File: src/rtl/icache_pkg.sv
// Shared types and helpers for the direct-mapped instruction cache.
package icache_pkg;

  localparam int ICACHE_SETS  = 16;
  localparam int ICACHE_IDX_W = $clog2(ICACHE_SETS);
  localparam int ICACHE_TAG_W = 30 - ICACHE_IDX_W;

  typedef enum logic {
    IDLE  = 1'b0,
    FETCH = 1'b1
  } icache_state_t;

  typedef struct packed {
    logic                    valid;
    logic [ICACHE_TAG_W-1:0] tag;
    logic [31:0]             data;
  } icache_frame_t;

  function automatic logic [31:0] wordAlign(input logic [31:0] addr);
    return {addr[31:2], 2'b00};
  endfunction

  // Event counters stick at all-ones instead of wrapping.
  function automatic logic [31:0] satInc(input logic [31:0] value);
    return (value == 32'hFFFF_FFFF) ? value : value + 32'd1;
  endfunction

endpackage

File: src/rtl/icache_array.sv
// Frame storage for the instruction cache: combinational read, synchronous write,
// valid bits cleared asynchronously on nRST (tag/data left uninitialised).
module icache_array
  import icache_pkg::*;
#(
  parameter  int SETS  = ICACHE_SETS,
  localparam int IDX_W = $clog2(SETS),
  localparam int TAG_W = 30 - IDX_W
) (
  input  logic             CLK,
  input  logic             nRST,
  input  logic             i_we,
  input  logic [IDX_W-1:0] i_wIdx,
  input  logic [TAG_W-1:0] i_wTag,
  input  logic [31:0]      i_wData,
  input  logic [IDX_W-1:0] i_rIdx,
  output logic             o_rValid,
  output logic [TAG_W-1:0] o_rTag,
  output logic [31:0]      o_rData
);

  logic [SETS-1:0]  r_valid;
  logic [TAG_W-1:0] r_tag  [SETS];
  logic [31:0]      r_data [SETS];

  always_ff @(posedge CLK or negedge nRST) begin
    if (!nRST) begin
      r_valid <= '0;
    end else if (i_we) begin
      r_valid[i_wIdx] <= 1'b1;
    end
  end

  // A valid bit of zero hides whatever tag/data remain, so these need no reset.
  always_ff @(posedge CLK) begin
    if (i_we) begin
      r_tag[i_wIdx]  <= i_wTag;
      r_data[i_wIdx] <= i_wData;
    end
  end

  assign o_rValid = r_valid[i_rIdx];
  assign o_rTag   = r_tag[i_rIdx];
  assign o_rData  = r_data[i_rIdx];

endmodule

File: src/rtl/icache.sv
// Direct-mapped, blocking, read-only instruction cache with a 0-cycle hit path.
// Define ICACHE_PERF_EN to add saturating hit_count / miss_count outputs.
module icache
  import icache_pkg::*;
#(
  parameter int SETS = ICACHE_SETS
) (
  input  logic        CLK,
  input  logic        nRST,
  input  logic        imemREN,
  input  logic [31:0] imemaddr,
  output logic        ihit,
  output logic [31:0] imemload,
  output logic        iREN,
  output logic [31:0] iaddr,
  input  logic        iwait,
  input  logic [31:0] iload
`ifdef ICACHE_PERF_EN
  ,
  output logic [31:0] hit_count,
  output logic [31:0] miss_count
`endif
);

  localparam int IDX_W = $clog2(SETS);
  localparam int TAG_W = 30 - IDX_W;

  icache_state_t r_state;
  logic [31:0]   r_missAddr;

  logic [IDX_W-1:0] w_reqIdx;
  logic [TAG_W-1:0] w_reqTag;
  logic [IDX_W-1:0] w_missIdx;
  logic [TAG_W-1:0] w_missTag;
  logic             w_rdValid;
  logic [TAG_W-1:0] w_rdTag;
  logic [31:0]      w_rdData;
  logic             w_hit;
  logic             w_miss;
  logic             w_fill;

  assign w_reqIdx  = imemaddr[IDX_W+1:2];
  assign w_reqTag  = imemaddr[31:IDX_W+2];
  assign w_missIdx = r_missAddr[IDX_W+1:2];
  assign w_missTag = r_missAddr[31:IDX_W+2];

  icache_array #(
    .SETS (SETS)
  ) u_array (
    .CLK      (CLK),
    .nRST     (nRST),
    .i_we     (w_fill),
    .i_wIdx   (w_missIdx),
    .i_wTag   (w_missTag),
    .i_wData  (iload),
    .i_rIdx   (w_reqIdx),
    .o_rValid (w_rdValid),
    .o_rTag   (w_rdTag),
    .o_rData  (w_rdData)
  );

  // Lookups are only honoured in IDLE; during a fill the request address is ignored.
  assign w_hit  = (r_state == IDLE) && imemREN && w_rdValid && (w_rdTag == w_reqTag);
  assign w_miss = (r_state == IDLE) && imemREN && !w_hit;
  assign w_fill = (r_state == FETCH) && !iwait;

  always_ff @(posedge CLK or negedge nRST) begin
    if (!nRST) begin
      r_state    <= IDLE;
      r_missAddr <= '0;
    end else begin
      case (r_state)
        IDLE: begin
          if (w_miss) begin
            r_missAddr <= wordAlign(imemaddr);
            r_state    <= FETCH;
          end
        end
        FETCH: begin
          if (!iwait) begin
            r_state <= IDLE;
          end
        end
        default: r_state <= IDLE;
      endcase
    end
  end

  assign ihit     = w_hit;
  assign imemload = w_hit ? w_rdData : 32'h0;
  assign iREN     = (r_state == FETCH);
  assign iaddr    = r_missAddr;

`ifdef ICACHE_PERF_EN
  logic [31:0] r_hitCount;
  logic [31:0] r_missCount;

  always_ff @(posedge CLK or negedge nRST) begin
    if (!nRST) begin
      r_hitCount  <= '0;
      r_missCount <= '0;
    end else begin
      if (w_hit) begin
        r_hitCount <= satInc(r_hitCount);
      end
      if (w_miss) begin
        r_missCount <= satInc(r_missCount);
      end
    end
  end

  assign hit_count  = r_hitCount;
  assign miss_count = r_missCount;
`endif

endmodule

File: config.mk
export PLATFORM = sky130hd
export DESIGN_NAME = icache
export DESIGN_NICKNAME = d
export VERILOG_FILES = /design/src/rtl/icache_pkg.sv /design/src/rtl/icache_array.sv /design/src/rtl/icache.sv
export SDC_FILE = /design/constraint.sdc
export NUM_CORES = 1
export LEC_CHECK = 0
export ABC_AREA = 1
export ABC_CLOCK_PERIOD_IN_PS = 3980
export CORE_MARGIN = 2
export CORE_UTILIZATION = 33
export CTS_CLUSTER_DIAMETER = 40
export CTS_CLUSTER_SIZE = 14
export DETAILED_ROUTE_END_ITERATION = 12
export GPL_TIMING_DRIVEN = 0
export PLACE_DENSITY = 0.59
export SLEW_MARGIN = 20
export SYNTH_ARGS = -nofsm -noshare
export SYNTH_HDL_FRONTEND = slang
export SYNTH_SLANG_ARGS = --single-unit
export TNS_END_PERCENT = 5
File: constraint.sdc
create_clock -name CLK -period 3.98 [get_ports CLK]
set_input_delay 0.995 -clock CLK [delete_from_list [all_inputs] [get_ports CLK]]
set_output_delay 0.995 -clock CLK [all_outputs]
set_load 0.005 [all_outputs]
==> impl_metrics.tcl <==
set metrics [dict create \
    status "finished, violations left" \
    violations "setup timing" \
    yosysWarningCount 0 \
    grt_usage_pct 22.73 \
    die_w_um 351.5 \
    cts_root_buf "clkbuf_16" \
    p_sw_uw 6258 \
    grt_overflow 0 \
    fin_hold_ws_ns 0.1550 \
    fin_crit_sh_pct 116.1 \
    wl_per_cell_um 26.88 \
    hp-class "in -> async" \
    cts-hold-fix-buffers 0 \
    die_area_um2 123500 \
    drv_cap 0 \
    synth_edf_count 928 \
    synthTopCellsByCount "edfxtp_1, nand2_1, nand3_1, a21oi_1, inv_1" \
    cts-htree-levels 3 \
    combPwrFrac_pct 9.1 \
    path_max_fanout 10 \
    grt_antenna_before_repair 10 \
    routabilityCongestion 0.9452 \
    n_fill_cell 11030 \
    synth_top_area_share_pct 69.94 \
    syn_to_final_growth_pct 26.57 \
    end_kind "output pin" \
    syn_inst 3248 \
    post-synth-top-count-cell "edfxtp_1" \
    grt_max_degree 37 \
    drt_iter0_drc 4363 \
    fin_ws_ns -0.6425 \
    final_net_count 3656 \
    synth_flop_cell "edfxtp_1" \
    synth_area_per_cell_um2 12.27 \
    die_h_um 351.5 \
    ys_seq_area_share_pct 72.90 \
    power_switching_share_pct 24.91 \
    worstPathArrival_ns 3.63 \
    via_per_inst 5.438 \
    synth_area_leaders "edfxtp_1, nand2_1, nand3_1" \
    dpl.hpwl_um 92800 \
    netlist_area_um2 39840 \
    slew_headroom_pct 23.06 \
    instances_no_fill 5294 \
    portBuffers 126 \
    rsz0062_at_grt "true" \
    final_max_slew_viol_count 0 \
    vias 28790 \
    drc 0 \
    ir_drop_mv 0.4506 \
    tightest_slew_ns 1.154 \
    seq_power_share_pct 48.4 \
    cts_buffers 109 \
    power.internal_uw 18870 \
    start_kind "input pin" \
    rows 127 \
    cts.sinks 975 \
    p_leak_uw 0.01850 \
    cp_data_required_time_ns 2.98 \
    post-route-min-period_ns 4.622 \
    dp_cells 5048 \
    cts_tree "yes" \
    ys_ff_latch 975 \
    coreArea_um2 119800 \
    first_pass_iters 8 \
    clk_latency_ns 0.69 \
    grt_pass1_wl_um 200300 \
    path_class "in -> out" \
    detailedPlace.worstSlack_ns -2.728 \
    cts_buffer_depth 3 \
    clock_skew_ns 0.01878 \
    clkTransAtPathRegs_ns 0.06 \
    max_freq_mhz 216.3 \
    grt_pass1_vias 27700 \
    io_pins 134 \
    netlist.top_cell.by_area "edfxtp_1" \
    finalHoldViolations 0 \
    drt-total-wl_um 142300 \
    postRouteAntennaNets 0 \
    initial_utilization_pct 33.25 \
    finalSetupViolCount 33 \
    synth-async-reset-ratio_pct 4.821 \
    p_per_area_nw_per_um2 498.3 \
    layout-drive-gt1-share_pct 17.79 \
    p_clk_share_pct 42.5 \
    synthDistinctLibCells 30 \
]
## logic make-up (layout without fill, tap and decap cells)
kind of cell | Yosys count | after routing | share of synthesized area, %
other | 1 | 8 | 0.009412
DFF | 975 | 975 | 72.90
AOI/OAI and AO/OA | 543 | 543 | 8.711
buffers and inverters | 391 | 818 | 4.306
and+or+nand+nor | 1338 | 1338 | 14.08
## final timing paths
kind                                          start             endpoint  slack [ns]  cells past startpoint
worst max-delay path                    imemaddr[2]         imemload[30]       -0.64                     15
worst min-delay path                           nRST            iaddr[17]        0.16                      1
worst max register to register                 iREN  u_array.r_tag[5][9]        0.91                      6
worst min register to register  u_array.r_valid[14]  u_array.r_valid[14]        0.46                      2
max in group asynchronous                      nRST  u_array.r_valid[13]        3.29                      2
min in group CLK                u_array.r_valid[14]  u_array.r_valid[14]        0.46                      2
## power groups by stage
stage,registers [µW],logic (µW),clock network (µW)
5_1_grt,12200,2410,11100
3_3_place_gp,12400,1880,0
6_report,12200,2280,10700
2_1_floorplan,12200,945,0
3_5_place_dp,12400,2040,0
4_1_cts,12200,2220,10700
## flip-flops by register name, indices dropped and copies added, names as in the netlist
signal,count
u_array.r_data,512
iaddr,30
u_array.r_valid,16
u_array.r_tag,416
iREN,1
## metrics by stage
step                 TNS, ns  util, %  area (µm²)  total power (µW)
floorplan            -294.99        -       39850             13160
global placement    -4699.33    35.99       43120             14280
detailed placement   -101.88    37.36       44760             14420
CTS                   -14.49    41.95       50260             25080
global route          -19.21    42.08       50420             25740
finish                -16.44    42.09       50430             25130
## cell type report
type	instances	area, µm²	share of cell area, %
Antenna cell	6	15.01	0.02977
Buffer	211	1922	3.811
Clock buffer	126	2844	5.640
Clock inverter	73	948.4	1.881
Inverter	180	699.4	1.387
Multi-Input combinational cell	1883	9722	19.28
Sequential cell	975	29040	57.59
Tap cell	1612	2017	4.000
Timing Repair Buffer	228	3217	6.379
## timing repair
item,CTS,global route
cloned,7,0
pin swaps,31,21
resized for setup,544,44
setup buffers,29,5
endpoints found under the hold margin,0,0
setup endpoints to repair,33,33
## cell usage in the layout, fill, tap and decap left out, types with 23 or more instances in the layout
cell / Yosys / layout
clkdlybuf4s50_1: 0 / 91
nand2_1: 861 / 848
buf_2: 70 / 55
buf_4: 14 / 56
nand3_1: 265 / 222
edfxtp_1: 928 / 928
nor2_1: 155 / 134
a221oi_1: 86 / 82
buf_12: 0 / 56
inv_1: 177 / 176
o21ai_0: 59 / 53
clkbuf_4: 0 / 26
o21ai_1: 24 / 23
clkbuf_2: 0 / 38
dfrtp_1: 47 / 47
o211ai_1: 53 / 53
a21oi_1: 246 / 244
nand3_2: 0 / 41
o31ai_1: 28 / 26
buf_16: 0 / 44
buf_6: 14 / 26
clkbuf_1: 78 / 25
clkbuf_16: 0 / 111
## critical path, stage by stage
cell and delay (ns):
buf_12 0.13, inv_16 0.06, buf_12 0.15, bufbuf_16 0.27
o21ai_1 0.22, nand3_1 0.15, nand3_1 0.13, nand2_1 0.06
nand2_1 0.12, nand4_1 0.13, nor2_2 0.16, nand2_4 0.20
buf_12 0.22, nor3_4 0.39, buf_2 0.20
## routing by layer
layer | share of wire, % | vias up | track usage (%)
met5 | 0.030 | - | 0
met4 | 3.7 | 8 | 8.486
met3 | 11 | 317 | 4.979
met2 | 47 | 1860 | 36.73
met1 | 38 | 14230 | 29.96
li1 | - | 12370 | -
No activity file was read; power rests on OpenSTA's default activity.
